`src/rtl/bin2bcd_seq.sv`:
```
// Sequential binary-to-BCD converter (double dabble), one bit per cycle.
// Optional leading-zero blank outputs with `define BIN2BCD_BLANK_EN.
module bin2bcd_seq #(
    parameter int W = 14
) (
    input  logic         clk,
    input  logic         reset,
    input  logic         start,
    input  logic [W-1:0] bin,
    output logic         ready,
    output logic         done_tick,
    output logic [3:0]   bcd3,
    output logic [3:0]   bcd2,
    output logic [3:0]   bcd1,
    output logic [3:0]   bcd0,
    output logic         overflow
`ifdef BIN2BCD_BLANK_EN
    ,
    output logic [3:0]   blank
`endif
);

    localparam int CW = $clog2(W + 1);
    localparam logic [W-1:0] MAXV = W'(14'd9999);

    typedef enum logic [1:0] {
        IDLE,
        OP,
        DONE
    } state_t;

    state_t state, state_nxt;

    logic [W-1:0]  shift_reg, shift_nxt;
    logic [15:0]   bcd_acc, bcd_adj, bcd_nxt;
    logic [CW-1:0] cnt;
    logic          ovf, in_ovf, last_iter;

`ifdef BIN2BCD_BLANK_EN
    logic [3:0] blank_nxt;
`endif

    always_ff @(posedge clk or posedge reset) begin
        if (reset) state <= IDLE;
        else       state <= state_nxt;
    end

    always_comb begin
        state_nxt = state;
        unique case (state)
            IDLE:    if (start) state_nxt = OP;
            OP:      if (last_iter) state_nxt = DONE;
            DONE:    state_nxt = IDLE;
            default: state_nxt = IDLE;
        endcase
    end

    always_comb begin
        ready     = (state == IDLE);
        done_tick = (state == DONE);
    end

    // Add-3 correction on every nibble, then shift the whole chain left.
    always_comb begin
        for (int i = 0; i < 4; i++) begin
            if (bcd_acc[4*i +: 4] >= 4'd5)
                bcd_adj[4*i +: 4] = bcd_acc[4*i +: 4] + 4'd3;
            else
                bcd_adj[4*i +: 4] = bcd_acc[4*i +: 4];
        end
        {bcd_nxt, shift_nxt} = {bcd_adj, shift_reg} << 1;
        in_ovf    = 32'(bin) > 32'd9999;
        last_iter = (cnt == CW'(1));
    end

`ifdef BIN2BCD_BLANK_EN
    always_comb begin
        blank_nxt    = 4'b0000;
        blank_nxt[3] = (bcd_nxt[15:12] == 4'd0);
        blank_nxt[2] = blank_nxt[3] && (bcd_nxt[11:8] == 4'd0);
        blank_nxt[1] = blank_nxt[2] && (bcd_nxt[7:4] == 4'd0);
    end
`endif

    always_ff @(posedge clk or posedge reset) begin
        if (reset) begin
            shift_reg <= '0;
            bcd_acc   <= '0;
            cnt       <= '0;
            ovf       <= 1'b0;
            bcd3      <= 4'd0;
            bcd2      <= 4'd0;
            bcd1      <= 4'd0;
            bcd0      <= 4'd0;
            overflow  <= 1'b0;
`ifdef BIN2BCD_BLANK_EN
            blank     <= 4'b1110;
`endif
        end else begin
            unique case (state)
                IDLE: begin
                    if (start) begin
                        shift_reg <= in_ovf ? MAXV : bin;
                        ovf       <= in_ovf;
                        bcd_acc   <= '0;
                        cnt       <= CW'(W);
                    end
                end
                OP: begin
                    shift_reg <= shift_nxt;
                    bcd_acc   <= bcd_nxt;
                    cnt       <= cnt - CW'(1);
                    // Final shift lands directly in the output registers.
                    if (last_iter) begin
                        bcd3     <= bcd_nxt[15:12];
                        bcd2     <= bcd_nxt[11:8];
                        bcd1     <= bcd_nxt[7:4];
                        bcd0     <= bcd_nxt[3:0];
                        overflow <= ovf;
`ifdef BIN2BCD_BLANK_EN
                        blank    <= blank_nxt;
`endif
                    end
                end
                default: ;
            endcase
        end
    end

endmodule

```
`config.mk`:
```
export PLATFORM = sky130hd
export DESIGN_NAME = bin2bcd_seq
export DESIGN_NICKNAME = d
export VERILOG_FILES = /design/src/rtl/bin2bcd_seq.sv
export SDC_FILE = /design/constraint.sdc
export NUM_CORES = 1
export LEC_CHECK = 0
export BUFFER_PORTS_ARGS = -buffer_cell sky130_fd_sc_hd__buf_2
export CORE_MARGIN = 2
export CORE_UTILIZATION = 45
export CTS_CLUSTER_DIAMETER = 50
export DETAILED_ROUTE_END_ITERATION = 10
export GPL_ROUTABILITY_DRIVEN = 0
export PLACE_DENSITY = 0.75
export SLEW_MARGIN = 5
export SYNTH_ARGS = -nofsm -noshare
export SYNTH_HDL_FRONTEND = slang
export SYNTH_SLANG_ARGS = --single-unit
```
`constraint.sdc`:
```
create_clock -name clk -period 1.9 [get_ports clk]
set_input_delay 0.095 -clock clk [delete_from_list [all_inputs] [get_ports clk]]
set_output_delay 0.095 -clock clk [all_outputs]
set_load 0.02 [all_outputs]
```
==> reports/qor.csv, run 1 <==
metric;value;unit
vias in the first global route;1884;
Area growth syn-to-layout;15.7;%
min-delay src;bin[2];
max incr delay on CP;0.40;ns
final WL;5260;um
R2R Path Start;cnt[1];
synth warn;0;
max reg flops;16;
CP Launch Point;cnt[1];
via count;1938;
Final Skew;0.00557;ns
syn_area_per_cell;10.7;um^2
CTS resizes;0;
RSZ-0062 raised after global routing;no;
initial antenna violation count;0;
WP data arrival;1.86;ns
Worst path slowest cell;dfrtp_1;
IO buf count;35;
IO Pins;36;
Final Non-Filler Cells;365;
Post-Syn Nets;272;
crit-path max FO;11;
Synth Cell Area;2620;um^2
HP Class;in2reg;
r2r endpoint;bcd2[2];
fin crit period;1.67;ns
Lkg Pwr;1.48;nW
Post-Place Cells;353;
clk buf depth;2;
Seq/Total Area, Yosys;0.516;
Die Height;80.3;um
FF+latch count, synth;54;
setup_tns;0;ns
max-slew violations;0;
most common cell after layout, fill and taps aside;dfrtp_1;
CTS Hold Buffers Added;5;
largest net degree at the start of global routing;30;
drt first pass iters;4;
DRC;0;
Clock H-tree levels;2;
period utilisation layout;0.879;
VDD IR max;0.616;mV
commonest non-fill, non-tap cells in the layout;54 x dfrtp_1, 35 x buf_2, 31 x nand2_1;
Crit. End Element;flop;
FILL cells;498;
WL/cell;14.4;um
number of routed nets with antenna violations;0;
first-pass GRT wire length;8940;um
CP Cell Sequence;inv_1, ha_1, nor3b_2, nand2_8, inv_4, mux2_2;
CTS tree;done;
Worst Max-Slew Pin Slew;0.568;ns
count of final hold-check violations;0;
HPWL Detailed;3770;um
1st-iter DRT viols;78;
Yosys cell types;38;
# diodes;0;
Relative slew margins;0.621;
# nets final;320;
Starting Density;0.470;
postcts setup bufs;0;
final setup fails;0;
Reg clk slew, reported paths;0.09;ns
Clock Sinks;54;
area of the die;6450;um^2
WHS Path Cells;3;
worst-skew pair later-pin latency;0.30;ns
FF-to-FF setup slack;0.23;ns
global route total overflow;0;
vias per cell;5.31;
fin util;0.544;
root buf cell;clkbuf_8;
core area;5570;um^2
Crit Path Class;reg2reg;
CTS Buf Count;5;
hold path endpoint;shift_reg[2];
std cell rows;27;
Max Cap Violations;0;
Cells after Synth;245;
layout cells sized above 1;0.222;
status;finished clean;
GRT Util Overall;0.180;
CP Launch Type;flop;
path depth of the worst reg2reg path;6;
FMAX;0.599;GHz
Power Dens Cells;1610;nW/um^2
Worst EP required;2.09;ns
DIE WIDTH;80.3;um
-- worst max-delay path by stage --
stage / to / cells after the start
floorplan: bcd0[1] / 7
global placement: bcd2[2] / 6
detailed placement: bcd2[2] / 6
CTS: bcd2[2] / 6
global route: bcd0[2] / 6
finish: bcd2[2] / 6
-- final cells by class --
cell class	count	area, um^2	area share
flip-flops and latches	54	1350	0.446
inverters	17	66.3	0.0219
clock buffers	7	76.3	0.0252
repair buffers	50	313	0.103
multi-input cells	165	1140	0.375
well taps	72	90.1	0.0297
-- Yosys cell counts --
master / number / area, um^2
and3b_1: 1 / 8.76
nand4_1: 1 / 6.26
nor3b_1: 7 / 52.6
o21ai_2: 1 / 8.76
nand2_1: 31 / 116
nand2b_1: 4 / 25.0
ha_1: 10 / 125
mux2i_1: 5 / 50.1
buf_4: 1 / 7.51
nand3_1: 1 / 5.00
nor4_1: 2 / 12.5
inv_1: 16 / 60.1
mux2_2: 1 / 11.3
a21oi_1: 17 / 85.1
buf_6: 2 / 22.5
xnor2_1: 4 / 35.0
dfrtp_1: 54 / 1350
o21ai_1: 1 / 5.00
a211oi_1: 2 / 15.0
a31oi_1: 1 / 6.26
buf_8: 1 / 15.0
mux2_4: 7 / 105
nor2b_1: 1 / 6.26
nor3b_4: 1 / 18.8
o31ai_1: 5 / 37.5
o311ai_0: 1 / 8.76
o22ai_1: 9 / 56.3
nor3b_2: 1 / 12.5
a22o_1: 8 / 70.1
a22oi_1: 6 / 45.0
buf_2: 5 / 25.0
or3b_1: 1 / 8.76
nand2_8: 1 / 20.0
o21ai_0: 14 / 70.1
inv_4: 1 / 6.26
nor2_1: 16 / 60.1
and3_1: 1 / 6.26
a32o_1: 4 / 40.0
-- per-stage QoR --
stage | cell area [um^2] | power, mW | hold slack (ns) | setup slack (ns)
final | 3030 | 4.89 | 0.0104 | 0.229
after floorplan | 2620 | 3.69 | 0.200 | 0.318
after global routing | 3030 | 5.28 | 0.0203 | 0.0795
after CTS | 3030 | 4.92 | 0.00551 | 0.220
after detailed placement | 2910 | 4.30 | 0.180 | 0.240
after global placement | 2910 | 4.20 | 0.180 | 0.302
-- where the power goes --
part           total [mW]  switching (mW)  internal (mW)
logic                2.23            1.23          0.999
clock network       0.609           0.354          0.255
registers            2.05           0.391           1.66
total                4.89            1.98           2.91
-- kinds of logic (layout without fill, tap and decap cells) --
kind of cell / Yosys count / count (layout) / synth area share
buffers and inverters: 26 / 74 / 0.0520
adder cells (fa/ha/maj): 10 / 10 / 0.0477
flip-flops: 54 / 54 / 0.516
AND/OR/NAND/NOR: 69 / 69 / 0.137
multiplexers: 13 / 13 / 0.0635
AO/OA/AOI/OAI: 69 / 69 / 0.171
XOR/XNOR: 4 / 4 / 0.0134
-- worst max-delay path: cells and delay by family (launching register included) --
| kind | cells | cell delay [ns] |
|---|---|---|
| buffers and inverters | 2 | 0.24 |
| adder cells (fa/ha/maj) | 1 | 0.14 |
| AND/OR/NAND/NOR | 2 | 0.44 |
| flip-flops | 1 | 0.40 |
| multiplexers | 1 | 0.35 |
-- routing by layer --
metal	share of wire	GRT usage	routed length, um	vias to the layer above
li1	-	-	-	956
met1	0.47	0.247	2480	941
met2	0.48	0.292	2530	36
met3	0.036	0.0382	190	5
met4	0.011	0.0475	57	0
met5	0	0	0	-
(Power assumes the default switching activity.)
==> run 2, diff against run 1 <==
--- a/config.mk
+++ b/config.mk
@@ -11,7 +11,6 @@
 export CTS_CLUSTER_DIAMETER = 50
 export DETAILED_ROUTE_END_ITERATION = 10
 export GPL_ROUTABILITY_DRIVEN = 0
-export PLACE_DENSITY = 0.75
 export SLEW_MARGIN = 5
 export SYNTH_ARGS = -nofsm -noshare
 export SYNTH_HDL_FRONTEND = slang
==> run 2 against run 1 <==
Flip-flop and latch count unchanged. Die area unchanged. Core utilization up 2.1 points. Worst hold slack gained 0.0027 ns. Clock skew up 0.0018 ns. Wire length grew 7.0%. Non-clock buffer count up 4. Sequential power hardly changed. Via count rose by 2.4%. Cell count grew 1.4%. Combinational power barely moved. Register-to-register slack got worse by 0.05 ns. Critical path type unchanged. Highest routed layer unchanged.
==> reports/qor.csv, run 2 (same netlist as run 1, synthesis figures left out) <==
metric;value;unit
layout cells sized above 1;0.232;
Starting Density;0.470;
r2r endpoint;bcd2[2];
IO Pins;36;
area of the die;6450;um^2
WL/cell;15.2;um
clk buf depth;2;
# diodes;0;
final WL;5620;um
DIE WIDTH;80.3;um
path depth of the worst reg2reg path;6;
Final Skew;0.00737;ns
drt first pass iters;4;
Crit. End Element;flop;
DRC;0;
std cell rows;27;
Place WS;0.222;ns
setup_tns;0;ns
min-delay src;bin[0];
initial antenna violation count;0;
postcts setup bufs;0;
Post-Place Cells;354;
fin util;0.565;
vias in the first global route;2033;
Reg clk slew, reported paths;0.09;ns
R2R Path Start;cnt[1];
1st-iter DRT viols;80;
CTS resizes;0;
CTS Buf Count;5;
Crit Path Class;reg2reg;
Clock Sinks;54;
number of routed nets with antenna violations;0;
FMAX;0.583;GHz
Die Height;80.3;um
Worst Max-Slew Pin Slew;0.473;ns
FILL cells;505;
period utilisation layout;0.903;
commonest non-fill, non-tap cells in the layout;54 x dfrtp_1, 35 x buf_2, 31 x nand2_1;
fin crit period;1.72;ns
WP data arrival;1.91;ns
Worst Setup EP;bcd2[2];
GRT Util Overall;0.199;
FF-to-FF setup slack;0.18;ns
core area;5570;um^2
# nets final;324;
max reg flops;16;
IO buf count;35;
worst-skew pair later-pin latency;0.31;ns
Max Cap Violations;0;
crit-path max FO;11;
Worst EP required;2.10;ns
CP Launch Point;cnt[1];
status;finished clean;
CTS tree;done;
Relative slew margins;0.684;
Lkg Pwr;1.53;nW
VDD IR max;0.615;mV
count of final hold-check violations;0;
largest net degree at the start of global routing;26;
HP Class;in2reg;
RSZ-0062 raised after global routing;no;
fin area;3150;um^2
Area growth syn-to-layout;20.1;%
first-pass GRT wire length;9720;um
HPWL Detailed;3960;um
max-slew violations;0;
Power Dens Cells;1670;nW/um^2
Overall Power;5.25;mW
worst hold slack;0.0131;ns
Final Non-Filler Cells;370;
most common cell after layout, fill and taps aside;dfrtp_1;
via count;1984;
Clock H-tree levels;2;
final setup fails;0;
root buf cell;clkbuf_8;
vias per cell;5.36;
setup slack after layout;0.184;ns
global route total overflow;0;
Cell Area, Placed;2930;um^2
CP Launch Type;flop;
-- run 2: worst max-delay path: stages (launching register included) --
cell	delay, ns
dfrtp_1	0.40
inv_1	0.08
ha_1	0.13
nor3b_2	0.39
nand2_8	0.08
inv_4	0.17
mux2_2	0.36
-- run 2: final cells by class --
type | count | area, um^2 | share of cell area
multi-input cells | 165 | 1140 | 0.361
clock buffers | 6 | 82.6 | 0.0262
inverters | 17 | 66.3 | 0.0211
repair buffers | 54 | 363 | 0.115
clock inverters | 2 | 60.1 | 0.0191
well taps | 72 | 90.1 | 0.0286
flip-flops and latches | 54 | 1350 | 0.429
-- run 2: routing by layer --
| metal | vias to the layer above | wire length [um] | GRT usage |
|---|---|---|---|
| met2 | 36 | 2740 | 0.331 |
| met5 | - | 0 | 0 |
| li1 | 978 | - | - |
| met3 | 4 | 196 | 0.0472 |
| met1 | 966 | 2630 | 0.255 |
| met4 | 0 | 62 | 0.0695 |
-- run 2: worst min-delay path by stage --
stage	to	slack, ns	cells past startpoint
floorplan	shift_reg[4]	0.20	2
global placement	shift_reg[6]	0.14	2
detailed placement	ovf	0.14	2
CTS	shift_reg[0]	0.002	3
global route	shift_reg[0]	0.01	3
finish	shift_reg[0]	0.01	3
-- run 2: where the power goes --
part / internal [mW] / switching, mW / total (mW)
Combinational: 1.02 / 1.24 / 2.25
Sequential: 1.66 / 0.401 / 2.06
Clock: 0.562 / 0.375 / 0.936
-- run 2: what timing repair did --
action / CTS / global route
hold buffers: 8 / 0
hold endpoints to repair: 26 / 0
setup endpoints to repair: 0 / 0
==> run 3, diff against run 2 <==
--- a/config.mk
+++ b/config.mk
@@ -7,7 +7,7 @@
 export LEC_CHECK = 0
 export BUFFER_PORTS_ARGS = -buffer_cell sky130_fd_sc_hd__buf_2
 export CORE_MARGIN = 2
-export CORE_UTILIZATION = 45
+export CORE_UTILIZATION = 40
 export CTS_CLUSTER_DIAMETER = 50
 export DETAILED_ROUTE_END_ITERATION = 10
 export GPL_ROUTABILITY_DRIVEN = 0
==> run 3 against run 2 <==
Sequential share of layout area up 0.85 points. Count of clock-buffer cells in the layout is 1 higher. Sequential power hardly changed. Final area decreased by 1.9%. Core utilization down 7.9 points. Wire length down 4.4%. Global-route usage fell by 3.9 points. Cell count is 0.81% higher. Critical path depth did not move. Worst hold slack got worse by 0.0042 ns. Critical path type unchanged. Largest cell class unchanged. Highest routed layer unchanged.
==> reports/qor.csv, run 3 (same netlist as run 1, synthesis figures left out) <==
metric;value;unit
status;finished clean;
root buf cell;clkbuf_8;
count of final hold-check violations;0;
CTS Buf Count;5;
Relative slew margins;0.662;
vias per cell;5.18;
Cell Area, Placed;2910;um^2
Reg clk slew, reported paths;0.10;ns
period utilisation layout;0.878;
DRC;0;
HPWL Detailed;3690;um
largest net degree at the start of global routing;35;
CTS tree;done;
Worst Max-Slew Pin Slew;0.505;ns
HP Class;in2reg;
Overall Power;4.98;mW
IO Pins;36;
area of the die;7220;um^2
CP Launch Type;flop;
Max Cap Violations;0;
CP Cell Sequence;inv_1, ha_1, nand2b_1, a21oi_1, mux2i_1, mux2_4;
# nets final;322;
max incr delay on CP;0.43;ns
Clock H-tree levels;2;
RSZ-0062 raised after global routing;no;
CP delay by family, top;multiplexers;
Crit. End Element;flop;
final WL;5370;um
most common cell after layout, fill and taps aside;dfrtp_1;
DIE WIDTH;85.0;um
WL/cell;14.4;um
WP data arrival;1.92;ns
# diodes;0;
Final Skew;0.00432;ns
Starting Density;0.413;
max reg flops;16;
crit-path max FO;5;
Power Dens Cells;1610;nW/um^2
std cell rows;29;
layout cells sized above 1;0.230;
Crit path buffers/inverters;1;
final setup fails;0;
worst-skew pair later-pin latency;0.31;ns
global route total overflow;0;
number of routed nets with antenna violations;0;
fin crit period;1.67;ns
core area;6350;um^2
Clock Sinks;54;
GRT Util Overall;0.160;
fin area;3090;um^2
Worst EP required;2.15;ns
FMAX;0.600;GHz
via count;1932;
clk buf depth;2;
vias in the first global route;1911;
commonest non-fill, non-tap cells in the layout;54 x dfrtp_1, 35 x buf_2, 31 x nand2_1;
Worst path slowest cell;dfrtp_1;
1st-iter DRT viols;82;
VDD IR max;0.637;mV
drt first pass iters;4;
initial antenna violation count;0;
Die Height;85.0;um
max-slew violations;0;
Area growth syn-to-layout;17.8;%
setup_tns;0;ns
first-pass GRT wire length;9310;um
IO buf count;35;
Lkg Pwr;1.50;nW
Crit Path Class;reg2reg;
-- run 3: cell count changes in the layout (fill, tap and decap cells not counted), sizes merged --
cell         before  now
bufinv            2    0
buf              46   45
clkbuf            6    7
clkinv            0    1
dlygate4sd3       8    7
-- run 3: worst register-to-register path, delay by kind of cell (launching register included) --
kind	cells	cell delay (ns)
AO/OA/AOI/OAI	1	0.25
flip-flops	1	0.43
multiplexers	2	0.49
buffers and inverters	1	0.10
adder cells (fa/ha/maj)	1	0.24
AND/OR/NAND/NOR	1	0.09
-- run 3: final timing paths --
kind,slack (ns),cells past startpoint,from,endpoint
max,0.23,6,bcd_acc[0],bcd0[2]
min reg2reg,0.48,2,shift_reg[10],shift_reg[11]
min,0.009,3,bin[1],shift_reg[1]
min in group asynchronous,0.34,3,reset,shift_reg[6]
max in group asynchronous,1.03,4,reset,cnt[2]
max reg2reg,0.23,6,bcd_acc[0],bcd0[2]
-- run 3: layout make-up --
class                   instances  area, um^2
flip-flops and latches         54        1350
fillers                       595        3260
repair buffers                 52         333
multi-input cells             165        1140
clock buffers                   7        96.3
clock inverters                 1        8.76
well taps                      77        96.3
inverters                      17        66.3
-- run 3: per-layer routing --
layer / vias to the layer above / share of wire / track usage
li1: 965 / - / -
met1: 909 / 0.48 / 0.223
met2: 52 / 0.46 / 0.254
met3: 6 / 0.052 / 0.0350
met4: 0 / 0.011 / 0.0433
met5: - / 0 / 0
-- run 3: report_power, final --
group | internal, mW | total (mW) | switching, mW
sequential | 1.66 | 2.03 | 0.373
clock | 0.335 | 0.716 | 0.381
combinational | 0.999 | 2.23 | 1.23
-- run 3: through the flow --
stage | hold slack, ns | setup slack, ns | cells | util
after detailed placement | 0.138 | 0.233 | 358 | 0.459
final | 0.00888 | 0.233 | 373 | 0.486
after global placement | 0.143 | 0.284 | 358 | 0.459
after floorplan | 0.200 | 0.318 | 245 | -
after CTS | 0.0102 | 0.231 | 373 | 0.486
after global routing | 0.0186 | 0.0811 | 373 | 0.486
-- run 3: repair_timing --
item / in CTS / in global routing
resized for setup: 0 / 0
endpoints found under the hold margin: 26 / 0
hold buffers: 7 / 0
endpoints found under the setup margin: 0 / 0
buffers inserted: 0 / 0
